### config.mk
export PLATFORM = sky130hd
export DESIGN_NAME = mem_port_arbiter
export DESIGN_NICKNAME = d
export VERILOG_FILES = /design/src/rtl/mem_arb_pkg.sv /design/src/rtl/arb_starve_ctr.sv /design/src/rtl/mem_port_arbiter.sv
export SDC_FILE = /design/constraint.sdc
export NUM_CORES = 1
export LEC_CHECK = 0
export CORE_MARGIN = 1.5
export CORE_UTILIZATION = 18
export DETAILED_ROUTE_END_ITERATION = 6
export PLACE_DENSITY_LB_ADDON = 0.05
export SLEW_MARGIN = 15
export SYNTH_ARGS = -nofsm -noshare
export SYNTH_HDL_FRONTEND = slang
export SYNTH_SLANG_ARGS = --single-unit
### constraint.sdc
create_clock -name clk -period 1.5 [get_ports clk]
set_clock_uncertainty 0.1 [all_clocks]
set_input_delay 0.3 -clock clk [delete_from_list [all_inputs] [get_ports clk]]
set_output_delay 0.3 -clock clk [all_outputs]
set_load 0.01 [all_outputs]
### src/rtl/mem_arb_pkg.sv
// Shared types and constants for the unified-memory port arbiter.
`timescale 1ns/1ps
package mem_arb_pkg;

    typedef enum logic [1:0] {
        RSP_NONE = 2'd0,
        RSP_I    = 2'd1,
        RSP_D_RD = 2'd2,
        RSP_D_WR = 2'd3
    } rsp_state_t;

    localparam int STARVE_CNT_W = 4;

endpackage

### src/rtl/arb_starve_ctr.sv
// Winner select between fetch (I) and load/store (D) with a starvation
// counter that forces an I win after STARVE_LIMIT consecutive lost conflicts.
`timescale 1ns/1ps
module arb_starve_ctr
    import mem_arb_pkg::*;
#(
    parameter int STARVE_LIMIT = 4
) (
    input  logic clk,
    input  logic reset,
    input  logic i_valid,
    input  logic d_valid,
    output logic grant_i,
    output logic grant_d
);

    localparam logic [STARVE_CNT_W-1:0] LIMIT_C = STARVE_CNT_W'(STARVE_LIMIT);

    logic [STARVE_CNT_W-1:0] cnt_reg;
    logic [STARVE_CNT_W-1:0] cnt_next;
    logic                    starved;

    assign starved = (cnt_reg == LIMIT_C);

    // Nothing is granted while reset is held low.
    assign grant_i = reset && i_valid && (!d_valid || starved);
    assign grant_d = reset && d_valid && !(i_valid && starved);

    always_comb begin
        cnt_next = cnt_reg;
        if (!i_valid || grant_i) begin
            cnt_next = '0;
        end else if (grant_d && (cnt_reg < LIMIT_C)) begin
            cnt_next = cnt_reg + 1'b1;
        end
    end

    always_ff @(posedge clk) begin
        if (!reset) begin
            cnt_reg <= '0;
        end else begin
            cnt_reg <= cnt_next;
        end
    end

endmodule

### src/rtl/mem_port_arbiter.sv
// Two-port (fetch + load/store) arbiter onto one synchronous-read memory.
// Optional performance counters are built when ARB_PERF_COUNTERS_EN is defined.
`timescale 1ns/1ps
module mem_port_arbiter
    import mem_arb_pkg::*;
#(
    parameter int ADDR_WIDTH   = 10,
    parameter int DATA_WIDTH   = 32,
    parameter int STARVE_LIMIT = 4
) (
    input  logic                    clk,
    input  logic                    reset,
    input  logic                    i_valid,
    input  logic [ADDR_WIDTH-1:0]   i_addr,
    output logic                    i_ready,
    output logic                    i_rvalid,
    output logic [DATA_WIDTH-1:0]   i_rdata,
    input  logic                    d_valid,
    input  logic                    d_we,
    input  logic [ADDR_WIDTH-1:0]   d_addr,
    input  logic [DATA_WIDTH-1:0]   d_wdata,
    input  logic [DATA_WIDTH/8-1:0] d_wstrb,
    output logic                    d_ready,
    output logic                    d_rvalid,
    output logic [DATA_WIDTH-1:0]   d_rdata,
    output logic                    mem_en,
    output logic                    mem_we,
    output logic [ADDR_WIDTH-3:0]   mem_addr,
    output logic [DATA_WIDTH-1:0]   mem_wdata,
    output logic [DATA_WIDTH/8-1:0] mem_wstrb,
    input  logic [DATA_WIDTH-1:0]   mem_rdata
`ifdef ARB_PERF_COUNTERS_EN
    ,
    output logic [31:0]             perf_i_grants,
    output logic [31:0]             perf_d_grants,
    output logic [31:0]             perf_conflicts
`endif
);

    localparam int STRB_W = DATA_WIDTH / 8;

    logic       grant_i;
    logic       grant_d;
    rsp_state_t rsp_reg;
    rsp_state_t rsp_next;
    logic       unused_addr_bits;

    assign unused_addr_bits = ^{i_addr[1:0], d_addr[1:0]};

    arb_starve_ctr #(
        .STARVE_LIMIT (STARVE_LIMIT)
    ) u_starve (
        .clk     (clk),
        .reset   (reset),
        .i_valid (i_valid),
        .d_valid (d_valid),
        .grant_i (grant_i),
        .grant_d (grant_d)
    );

    assign i_ready = grant_i;
    assign d_ready = grant_d;

    always_comb begin
        mem_en    = 1'b0;
        mem_we    = 1'b0;
        mem_addr  = '0;
        mem_wdata = '0;
        if (grant_d) begin
            mem_en    = 1'b1;
            mem_we    = d_we;
            mem_addr  = d_addr[ADDR_WIDTH-1:2];
            mem_wdata = d_wdata;
        end else if (grant_i) begin
            mem_en    = 1'b1;
            mem_addr  = i_addr[ADDR_WIDTH-1:2];
        end
    end

    // Byte enables are only live for a granted store.
    for (genvar gi = 0; gi < STRB_W; gi++) begin : g_wstrb
        assign mem_wstrb[gi] = grant_d && d_we && d_wstrb[gi];
    end

    always_comb begin
        rsp_next = RSP_NONE;
        if (grant_d) begin
            rsp_next = d_we ? RSP_D_WR : RSP_D_RD;
        end else if (grant_i) begin
            rsp_next = RSP_I;
        end
    end

    always_ff @(posedge clk) begin
        if (!reset) begin
            rsp_reg <= RSP_NONE;
        end else begin
            rsp_reg <= rsp_next;
        end
    end

    // Gating with reset drops a response that was in flight when reset hit.
    assign i_rvalid = reset && (rsp_reg == RSP_I);
    assign d_rvalid = reset && ((rsp_reg == RSP_D_RD) || (rsp_reg == RSP_D_WR));
    assign i_rdata  = i_rvalid ? mem_rdata : '0;
    assign d_rdata  = (reset && (rsp_reg == RSP_D_RD)) ? mem_rdata : '0;

`ifdef ARB_PERF_COUNTERS_EN
    logic [31:0] perf_i_reg;
    logic [31:0] perf_d_reg;
    logic [31:0] perf_c_reg;

    always_ff @(posedge clk) begin
        if (!reset) begin
            perf_i_reg <= '0;
            perf_d_reg <= '0;
            perf_c_reg <= '0;
        end else begin
            if (grant_i) perf_i_reg <= perf_i_reg + 32'd1;
            if (grant_d) perf_d_reg <= perf_d_reg + 32'd1;
            if (i_valid && d_valid) perf_c_reg <= perf_c_reg + 32'd1;
        end
    end

    assign perf_i_grants  = perf_i_reg;
    assign perf_d_grants  = perf_d_reg;
    assign perf_conflicts = perf_c_reg;
`endif

endmodule

==> results.sh <==
export IMPL_clkLatencyLatePin_ns=0.23
export IMPL_wl_met2_um=4300
export IMPL_crit_arrival_ns=1.63
export IMPL_ys_async_sr_fraction=0
export IMPL_drcViolationCount=0
export IMPL_worstHoldPathCells=5
export IMPL_clkPwrFrac=0.182
export IMPL_cts_tree="done"
export IMPL_first_global_vias=1855
export IMPL_p_leak_nw=2.05
export IMPL_synth_area_um2=1080
export IMPL_grtUsageTotal=0.214
export IMPL_ys_ff_latch=6
export IMPL_p_switching_mw=0.374
export IMPL_drv_cap=0
export IMPL_die_h_um=80.5
export IMPL_slew_limit_headroom=0.849
export IMPL_synthCells=152
export IMPL_placed_cell_area_um2=3350
export IMPL_synth_edf_count=0
export IMPL_drv_slew=0
export IMPL_synthDistinctLibCells=23
export IMPL_n_antenna_cell=0
export IMPL_worstPathRequired_ns=1.10
export IMPL_postCtsHoldBufs=0
export IMPL_multi_input_area_um2=1180
export IMPL_start_kind="flop"
export IMPL_rsz0062_at_grt="true"
export IMPL_gp_routability_congestion=0.824
export IMPL_area_growth_pct=301
export IMPL_ios=207
export IMPL_power_frac_comb=0.694
export IMPL_grt_pass1_wl_um=10500
export IMPL_period_share=1.35
export IMPL_antenna_found_initial=0
export IMPL_wl_um=7910
export IMPL_largest_reg_flops=4
export IMPL_tns_ns=-36.27
export IMPL_power_per_cell_area_nw_per_um2=312
export IMPL_fin_ws_ns=-0.525
export IMPL_nNetsFinal=496
export IMPL_failed_checks="setup timing"
export IMPL_endpoint_kind="primary output"
export IMPL_yosysMostFrequentCell="and2_1"
export IMPL_ant_nets=0
export IMPL_start_util=0.185
export IMPL_num_vias=2041
export IMPL_fmax_mhz=494
export IMPL_clockRootBuffer="clkbuf_8"
export IMPL_top_layer="met4"
export IMPL_ff2ff_path_depth=7
export IMPL_peakVddDrop_mv=0.477
export IMPL_grt_max_degree=13
export IMPL_core_um2=5850
export IMPL_avgSynthCellArea_um2=7.12
export IMPL_cts_buffers=3
export IMPL_finalInstanceArea_um2=4340
export IMPL_dr_wl_met3_um=574
export IMPL_setup_viol=112
export IMPL_swShare=0.276
export IMPL_first_iter_violations=51
export IMPL_cts_htree_levels=1
export IMPL_fill_cells=437
export IMPL_syn_num_nets=247
export IMPL_drt_pass1_iter_count=4
export IMPL_hold_viol_final=0
export IMPL_yosys_area_top_type="and2_1"
export IMPL_synth_yosys_seq_area_share=0.111
export IMPL_crit_fanout=6
export IMPL_min_period_ns=2.03
export IMPL_yosys_warnings=0
export IMPL_clkTransAtPathRegs_ns=0.04
export IMPL_drive_gt1_frac=0.712
export IMPL_wl_met1_um=2900
export IMPL_outcome="finished, violations left"
export IMPL_power_internal_mw=0.980
export IMPL_hpwl_um=4780
export IMPL_netlist_top_cells_area="and2_1 57%, dfxtp_1 11%, a22o_1 6.5%"
export IMPL_final_core_util=0.741
export IMPL_rows=28
export IMPL_p_seq_frac=0.124
export IMPL_die_area_um2=6490
export IMPL_synthTopCellsByCount="98 x and2_1, 8 x a22o_1, 6 x dfxtp_1"
export IMPL_synth_main_ff_cell="dfxtp_1"
export IMPL_fp_dieW_um=80.5
export IMPL_layout_area_seq_um2=125
export IMPL_whs_ns=0.456
export IMPL_tightest_slew_ns=0.226
export IMPL_cts_sinks=6
export IMPL_wl_per_cell_um=16.7
export IMPL_clock_path_buffers=2
export IMPL_grt_ovfl_total=0
export IMPL_synth_top_cell_area_share=0.566
export IMPL_numPortBuffers=202
export IMPL_via_per_inst=4.31
export IMPL_hp_class="in -> reg"
export IMPL_crit_type="reg -> out"
[worst max-delay path: stages (launching register included)]
cell and delay, ns:
dfxtp_2 0.31, inv_2 0.06, ha_4 0.15, a41oi_4 0.12, buf_6 0.15, buf_6 0.12
buf_12 0.12, a22o_1 0.20, buf_2 0.15
[path summary, 6_finish.rpt]
path	startpoint	to	slack (ns)
max	u_starve.cnt_reg[1]	mem_addr[2]	-0.53
min	reset	rsp_reg[1]	0.46
max reg2reg	u_starve.cnt_reg[1]	rsp_reg[0]	0.05
min reg2reg	u_starve.cnt_reg[2]	rsp_reg[1]	0.49
[through the flow]
stage               total power [mW]  std cells  setup slack, ns
floorplan                      0.371        152          -0.0691
global placement               0.839        433           -0.963
detailed placement             0.840        433           -0.972
CTS                             1.30        473           -0.521
global route                    1.42        474           -0.559
finish                          1.35        474           -0.525
[layer usage]
layer | vias to the layer above | global-route usage
met5 | - | 0
met4 | 0 | 0.0500
met3 | 13 | 0.0398
met2 | 104 | 0.417
met1 | 926 | 0.234
li1 | 998 | -
[cell usage in the layout (no fill, tap or decap), types with 2 or more instances in the layout]
cell type / instances
clkdlybuf4s50_1: 85
buf_12: 4
clkbuf_16: 2
and3_4: 3
dfxtp_1: 2
and2_1: 2
and2_4: 96
buf_16: 11
clkbuf_8: 3
dfxtp_2: 4
nor2_1: 4
buf_2: 11
buf_4: 13
inv_2: 2
a41oi_1: 2
buf_6: 127
a22o_1: 8
[cells by family (layout without fill, tap and decap cells)]
| kind of cell | Yosys count | after routing | synth area share |
|---|---|---|---|
| AOI/OAI and AO/OA | 14 | 14 | 0.118 |
| xor gates and xnor gates | 1 | 1 | 0.00809 |
| adders and majority gates | 2 | 2 | 0.0231 |
| buffers and inverters | 14 | 261 | 0.0821 |
| DFF | 6 | 6 | 0.111 |
| muxes | 1 | 1 | 0.00925 |
| and+or+nand+nor | 114 | 114 | 0.649 |
[layout make-up]
| class | count | area share |
|---|---|---|
| flip-flops and latches | 6 | 0.0289 |
| repair buffers | 255 | 0.666 |
| clock buffers | 3 | 0.00952 |
| well taps | 75 | 0.0216 |
| inverters | 3 | 0.00260 |
| multi-input cells | 132 | 0.272 |
[power by group through the flow]
stage,combinational (mW),sequential [mW],clock (mW)
floorplan,0.203,0.168,0
global placement,0.670,0.169,0
detailed placement,0.672,0.169,0
CTS,0.873,0.168,0.259
global route,0.987,0.169,0.262
finish,0.939,0.168,0.246
[timing repair]
item	4_1_cts	5_1_grt
pin swaps	67	17
resized for setup	631	69
hold endpoints to repair	0	0
buffers inserted	25	4
cloned	12	2
endpoints found under the setup margin	114	113
Note: power is estimated with default switching activity, not from simulation.
